<file path="src/rtl/microcode_bootstrapper_if.sv">
// Bootstrap bus: byte-source handshake in, microcode SRAM write side and boot status out.
interface microcode_bootstrapper_if;
    logic [7:0]  IN_DATA;
    logic        IN_VALID;
    logic        IN_READY;
    logic [11:0] BOOTSTRAP_ADDR;
    logic [7:0]  BOOTSTRAP_DATA;
    logic        BOOTSTRAP_N_WE;
    logic        N_BOOTED;
    logic        BOOT_ERR;

    modport master (
        input  IN_DATA, IN_VALID,
        output IN_READY, BOOTSTRAP_ADDR, BOOTSTRAP_DATA, BOOTSTRAP_N_WE, N_BOOTED, BOOT_ERR
    );

    modport slave (
        output IN_DATA, IN_VALID,
        input  IN_READY, BOOTSTRAP_ADDR, BOOTSTRAP_DATA, BOOTSTRAP_N_WE, N_BOOTED, BOOT_ERR
    );
endinterface

</file>
<file path="src/rtl/microcode_bootstrapper.sv">
// Loads LENGTH microcode bytes into SRAM with a setup/strobe/hold write cycle per byte,
// then verifies a trailing checksum byte before releasing N_BOOTED.
module microcode_bootstrapper #(
    parameter int LENGTH = 4096
) (
    input  logic                      CLK,
    input  logic                      RST,
    microcode_bootstrapper_if.master  bus
);
    typedef enum logic [2:0] {
        S_WAIT, S_SETUP, S_STROBE, S_HOLD, S_CHECK, S_DONE, S_ERR
    } state_t;

    localparam logic [11:0] LAST_ADDR = 12'(LENGTH - 1);

    state_t      r_state;
    state_t      w_next;
    logic [11:0] r_addr;
    logic [7:0]  r_data;
    logic [7:0]  r_sum;
    logic        r_n_we;
    logic        r_n_booted;
    logic        r_err;

    logic        w_ready;
    logic        w_xfer;
    logic        w_last;
    logic [7:0]  w_check;

    assign w_ready = ((r_state == S_WAIT) || (r_state == S_CHECK)) && !RST;
    assign w_xfer  = bus.IN_VALID && w_ready;
    assign w_last  = (r_addr == LAST_ADDR);
    assign w_check = r_sum + bus.IN_DATA;

    always_comb begin
        w_next = r_state;
        unique case (r_state)
            S_WAIT:   if (w_xfer) w_next = S_SETUP;
            S_SETUP:  w_next = S_STROBE;
            S_STROBE: w_next = S_HOLD;
            S_HOLD:   w_next = w_last ? S_CHECK : S_WAIT;
            S_CHECK:  if (w_xfer) w_next = (w_check == 8'd0) ? S_DONE : S_ERR;
            S_DONE:   w_next = S_DONE;
            S_ERR:    w_next = S_ERR;
            default:  w_next = S_WAIT;
        endcase
    end

    // Strobe and status flags are registered off the next state so they never glitch.
    always_ff @(posedge CLK) begin
        if (RST) begin
            r_state    <= S_WAIT;
            r_addr     <= 12'd0;
            r_data     <= 8'd0;
            r_sum      <= 8'd0;
            r_n_we     <= 1'b1;
            r_n_booted <= 1'b1;
            r_err      <= 1'b0;
        end else begin
            r_state    <= w_next;
            r_n_we     <= (w_next != S_STROBE);
            r_n_booted <= (w_next != S_DONE);
            r_err      <= r_err | (w_next == S_ERR);
            if ((r_state == S_WAIT) && w_xfer) begin
                r_data <= bus.IN_DATA;
                r_sum  <= r_sum + bus.IN_DATA;
            end
            // The address stops at the last byte; the checksum byte is never written.
            if ((r_state == S_HOLD) && !w_last) begin
                r_addr <= r_addr + 12'd1;
            end
        end
    end

    assign bus.IN_READY       = w_ready;
    assign bus.BOOTSTRAP_ADDR = r_addr;
    assign bus.BOOTSTRAP_DATA = r_data;
    assign bus.BOOTSTRAP_N_WE = r_n_we;
    assign bus.N_BOOTED       = r_n_booted;
    assign bus.BOOT_ERR       = r_err;
endmodule

</file>
<file path="src/flat_wrapper.sv">
// flat-port wrapper written by rule: the top's interface ports become plain ports
module microcode_bootstrapper_flat 
#(
    parameter int LENGTH = 4096
)
  (CLK, RST, bus_IN_DATA, bus_IN_VALID, bus_IN_READY, bus_BOOTSTRAP_ADDR, bus_BOOTSTRAP_DATA, bus_BOOTSTRAP_N_WE, bus_N_BOOTED, bus_BOOT_ERR);
  microcode_bootstrapper_if bus_i ();
  input  logic CLK;
  input  logic RST;
  input wire logic [$bits(bus_i.IN_DATA)-1:0] bus_IN_DATA;
  input wire logic [$bits(bus_i.IN_VALID)-1:0] bus_IN_VALID;
  output wire logic [$bits(bus_i.IN_READY)-1:0] bus_IN_READY;
  output wire logic [$bits(bus_i.BOOTSTRAP_ADDR)-1:0] bus_BOOTSTRAP_ADDR;
  output wire logic [$bits(bus_i.BOOTSTRAP_DATA)-1:0] bus_BOOTSTRAP_DATA;
  output wire logic [$bits(bus_i.BOOTSTRAP_N_WE)-1:0] bus_BOOTSTRAP_N_WE;
  output wire logic [$bits(bus_i.N_BOOTED)-1:0] bus_N_BOOTED;
  output wire logic [$bits(bus_i.BOOT_ERR)-1:0] bus_BOOT_ERR;
  assign bus_i.IN_DATA = bus_IN_DATA;
  assign bus_i.IN_VALID = bus_IN_VALID;
  assign bus_IN_READY = bus_i.IN_READY;
  assign bus_BOOTSTRAP_ADDR = bus_i.BOOTSTRAP_ADDR;
  assign bus_BOOTSTRAP_DATA = bus_i.BOOTSTRAP_DATA;
  assign bus_BOOTSTRAP_N_WE = bus_i.BOOTSTRAP_N_WE;
  assign bus_N_BOOTED = bus_i.N_BOOTED;
  assign bus_BOOT_ERR = bus_i.BOOT_ERR;
  microcode_bootstrapper #(.LENGTH(LENGTH)) u_core (.CLK(CLK), .RST(RST), .bus(bus_i));
endmodule
</file>
<file path="config.mk">
export PLATFORM = sky130hd
export DESIGN_NAME = microcode_bootstrapper_flat
export DESIGN_NICKNAME = d
export VERILOG_FILES = /design/src/rtl/microcode_bootstrapper_if.sv /design/src/rtl/microcode_bootstrapper.sv /design/src/flat_wrapper.sv
export SDC_FILE = /design/constraint.sdc
export NUM_CORES = 1
export LEC_CHECK = 0
export CAP_MARGIN = 25
export CORE_ASPECT_RATIO = 1.2
export CORE_MARGIN = 5
export CORE_UTILIZATION = 40
export DETAILED_ROUTE_END_ITERATION = 10
export PLACE_DENSITY = 0.63
export SETUP_SLACK_MARGIN = 0.05
export SLEW_MARGIN = 20
export SYNTH_ARGS = -nofsm -noshare
export SYNTH_HDL_FRONTEND = slang
export SYNTH_SLANG_ARGS = --single-unit
</file>
<file path="constraint.sdc">
create_clock -name CLK -period 3.3 [get_ports CLK]
set_input_delay 0.33 -clock CLK [delete_from_list [all_inputs] [get_ports CLK]]
set_output_delay 0.33 -clock CLK [all_outputs]
set_load 0.01 [all_outputs]
</file>
==> results.md <==
- Max Root-Sink Buffers: 2
- DR vias: 1580
- Setup-failing EPs final: 0
- Reg-to-reg critical path startpoint: u_core.r_sum[0]
- Relative slew margins: 53.0%
- Critical path's slowest cell: or4b_4
- Xor-xnor portion of the synthesized cell area: 7.76%
- Number of synthesized flops with an enable pin: 0
- Post-CTS setup buffers: 0
- Hold Crit Depth: 2
- Leak Pwr: 0.863 nW
- Kind of critical path: input port to flip-flop
- DP Wirelength: 2830 µm
- Io pins: 35
- CTS tree: built
- Status: finished, final reports clean
- Clk slew on worst S/H paths: 70 ps
- Netlist cell types: 40
- Rows: 26
- Main synth FF type: dfxtp_1
- Worst hold path class: flip-flop to flip-flop
- Initial Utilization: 41.8%
- Synth Area in Compound Gates: 19.2%
- RD Place Congestion: 0.777
- Syn avg cell area: 8.21 µm²
- Post-Synthesis Cells: 220
- Maximum fanout along the worst path: 5
- Final Critical Period: 2650 ps
- CP Capture Type: flip-flop
- Final Hold Viols: 0
- Largest net degree at the start of global routing: 35
- CP Cell Sequence: clkdlybuf4s50_1 > ha_1 > inv_1 > fa_1 > xnor2_1 > or4b_4 > a2111oi_4 > o211ai_1
- Cts repair resizes: 0
- PwrDens: 399 mW/mm²
- Peak supply drop: 0.312 mV
- Area Growth Syn to Fin: 25.9%
- Die X: 71.4 µm
- Core box area: 0.00433 mm²
- Hold bufs inserted after CTS: 0
- Worst path top cell family by delay: adder cells
- Drt initial violations: 81
- Fill count: 434
- Syn Nets: 240
- Crit path required time: 3450 ps
- CTS root buf: clkbuf_8
- Drt drc: 0
- Main combinational cell family by area after synthesis: simple AND/OR/NAND/NOR gates
- Layout Nets: 273
- Number of buffers created by CTS: 5
- Worst Path Arrival: 2800 ps
- Setup TNS: 0 ps
- Post-synthesis adder-cell area fraction: 6.65%
- Drt pass-1 iters: 3
- Input/output buffers: 34
- Die height: 83.6 µm
- Register area share after synthesis: 37.7%
- First-pass GRT wire length: 6730 µm
- Yosys Warn Count: 0
- Seq cells post-synth: 34
- Startpoint types: input port
- Simple-gate area share of the yosys netlist: 23.8%
- Skew final: 7.71 ps
- Worst hold start: u_core.bus.BOOTSTRAP_DATA[1]
- Diodes inserted: 0
- WL/cell: 12.5 µm
- Initial antenna violation count: 0
- Post-synthesis mux area share: 0.554%
- Bufs and invs on worst path: 2
- Post-Syn Area: 0.00181 mm²
- Vias in the first global route: 1505
- Die ar.: 0.00597 mm²
- RSZ-0062 raised after global routing: false
- Vias/cell: 5.10
- Clk Latency, worst-skew pair: 280 ps
- Final instance area: 0.00227 mm²
- Max cap viols: 0
- Area after DPL: 0.00218 mm²
- GRT Residual Overflow: 0
- Share of post-route cells with drive strength above 1: 5.51%
- Slowest stage delay, CP: 540 ps
- Max Slew Vio Count: 0
- R2R Path End: u_core.bus.N_BOOTED
- Hold-critical path endpoint: u_core.bus.BOOTSTRAP_DATA[1]
- R2R depth: 7
- Post-route ant nets: 0
- H-tree depth: 2
- Post-Route WL: 3880 µm
- Clock sinks: 34
- Synth async-reset ratio: 0%
- Fin crit share: 80.2%
- Worst slew pin tran: 701 ps
- Reg2Reg Setup Slack: 860 ps
- Total track usage: 13.9%
- Max Fclk: 0.378 GHz
[registers in the layout, summed over array words and instances (netlist names)]
register / count
u_core.bus.BOOT_ERR: 1
u_core.bus.BOOTSTRAP_N_WE: 1
u_core.r_sum: 8
u_core.bus.N_BOOTED: 1
u_core.bus.BOOTSTRAP_DATA: 8
u_core.bus.BOOTSTRAP_ADDR: 12
u_core.r_state: 3
[where the power goes]
| group | internal (mW) | switching [mW] |
|---|---|---|
| clock network | 0.168 | 0.148 |
| logic | 0.0711 | 0.0826 |
| registers | 0.426 | 0.0127 |
| total | 0.665 | 0.243 |
[layout make-up]
| class | instances | area, µm² | share of cell area, % |
|---|---|---|---|
| clock buffer | 7 | 86.3 | 3.80 |
| clock inverter | 1 | 5.00 | 0.220 |
| inverter | 8 | 30.0 | 1.32 |
| multi-input combinational | 168 | 1050 | 46.0 |
| sequential | 34 | 681 | 29.9 |
| tap | 56 | 70.1 | 3.08 |
| timing repair buffer | 36 | 355 | 15.6 |
[tightest hold or removal path, stage by stage, from the launching register on]
cell and delay (ps):
dfxtp_1 310, nand2_1 50, a21oi_1 50
[through the flow]
| stage | hold slack [ps] | util, % | worst slack (ps) | instances | total power, mW |
|---|---|---|---|---|---|
| global placement | 443 | 50.5 | 395 | 302 | 0.602 |
| finish | 452 | 52.6 | 652 | 310 | 0.908 |
| detailed placement | 446 | 50.5 | 339 | 302 | 0.603 |
| CTS | 456 | 52.6 | 643 | 310 | 0.922 |
| floorplan | 436 | - | 1020 | 220 | 0.552 |
| global route | 490 | 52.6 | 563 | 310 | 0.959 |
[routing by layer]
metal / part of all wire (%) / global-route usage, % / up-vias / wire [µm]
met2: 49 / 24.3 / 24 / 1900
met3: 4.6 / 3.86 / 7 / 179
met5: 0 / 0 / - / 0
li1: - / - / 831 / -
met1: 45 / 16.1 / 718 / 1750
met4: 1.2 / 4.10 / 0 / 47
[logic make-up after synthesis]
kind of cell | count (synthesis)
buf+inv | 18
flops | 34
fa+ha+maj | 9
simple gates | 92
mux | 1
compound gates | 50
xor+xnor | 16
[how the worst max path moves through the flow]
stage,endpoint,startpoint,depth (start not counted),slack (ps)
CTS,u_core.bus.N_BOOTED,bus_IN_DATA[0],8,640
floorplan,u_core.bus.N_BOOTED,bus_IN_DATA[0],7,1020
finish,u_core.bus.N_BOOTED,bus_IN_DATA[0],8,650
global placement,u_core.bus.N_BOOTED,bus_IN_DATA[0],8,390
detailed placement,u_core.bus.N_BOOTED,bus_IN_DATA[0],8,340
global route,u_core.r_state[0],bus_IN_DATA[0],8,560
[cells in the mapped netlist (4+ instances only)]
| library cell | number | share of area [%] |
|---|---|---|
| clkbuf_1 | 6 | 1.2 |
| a21oi_1 | 21 | 5.8 |
| dfxtp_1 | 34 | 38 |
| ha_1 | 8 | 5.5 |
| inv_1 | 8 | 1.7 |
| nand3_1 | 10 | 2.8 |
| xnor2_1 | 6 | 2.9 |
| xor2_1 | 10 | 4.8 |
| nand2_1 | 40 | 8.3 |
| a21o_1 | 4 | 1.7 |
| a211oi_1 | 5 | 2.1 |
| nor2_1 | 22 | 4.6 |
[cells in the final DEF (no fill, tap or decap), types with 2 or more instances in the layout]
cell / synthesis / layout
and3_1: 3 / 3
xor2_1: 10 / 10
clkbuf_8: 0 / 6
inv_1: 8 / 8
a21o_1: 4 / 4
o22ai_1: 2 / 2
buf_4: 0 / 2
a31oi_1: 2 / 2
clkdlybuf4s50_1: 0 / 34
nor2b_1: 3 / 3
dfxtp_1: 34 / 34
nand3_1: 10 / 10
and4_1: 2 / 2
nand4_1: 3 / 3
nor2_1: 22 / 22
a21oi_1: 21 / 21
nor3_1: 2 / 2
o21a_1: 2 / 2
and2_1: 3 / 3
a2111oi_0: 2 / 2
o211ai_1: 2 / 2
xnor2_1: 6 / 6
a21o_2: 2 / 2
nand2_1: 40 / 40
a211oi_1: 5 / 5
ha_1: 8 / 8
No activity file was read; power rests on OpenSTA's default activity.
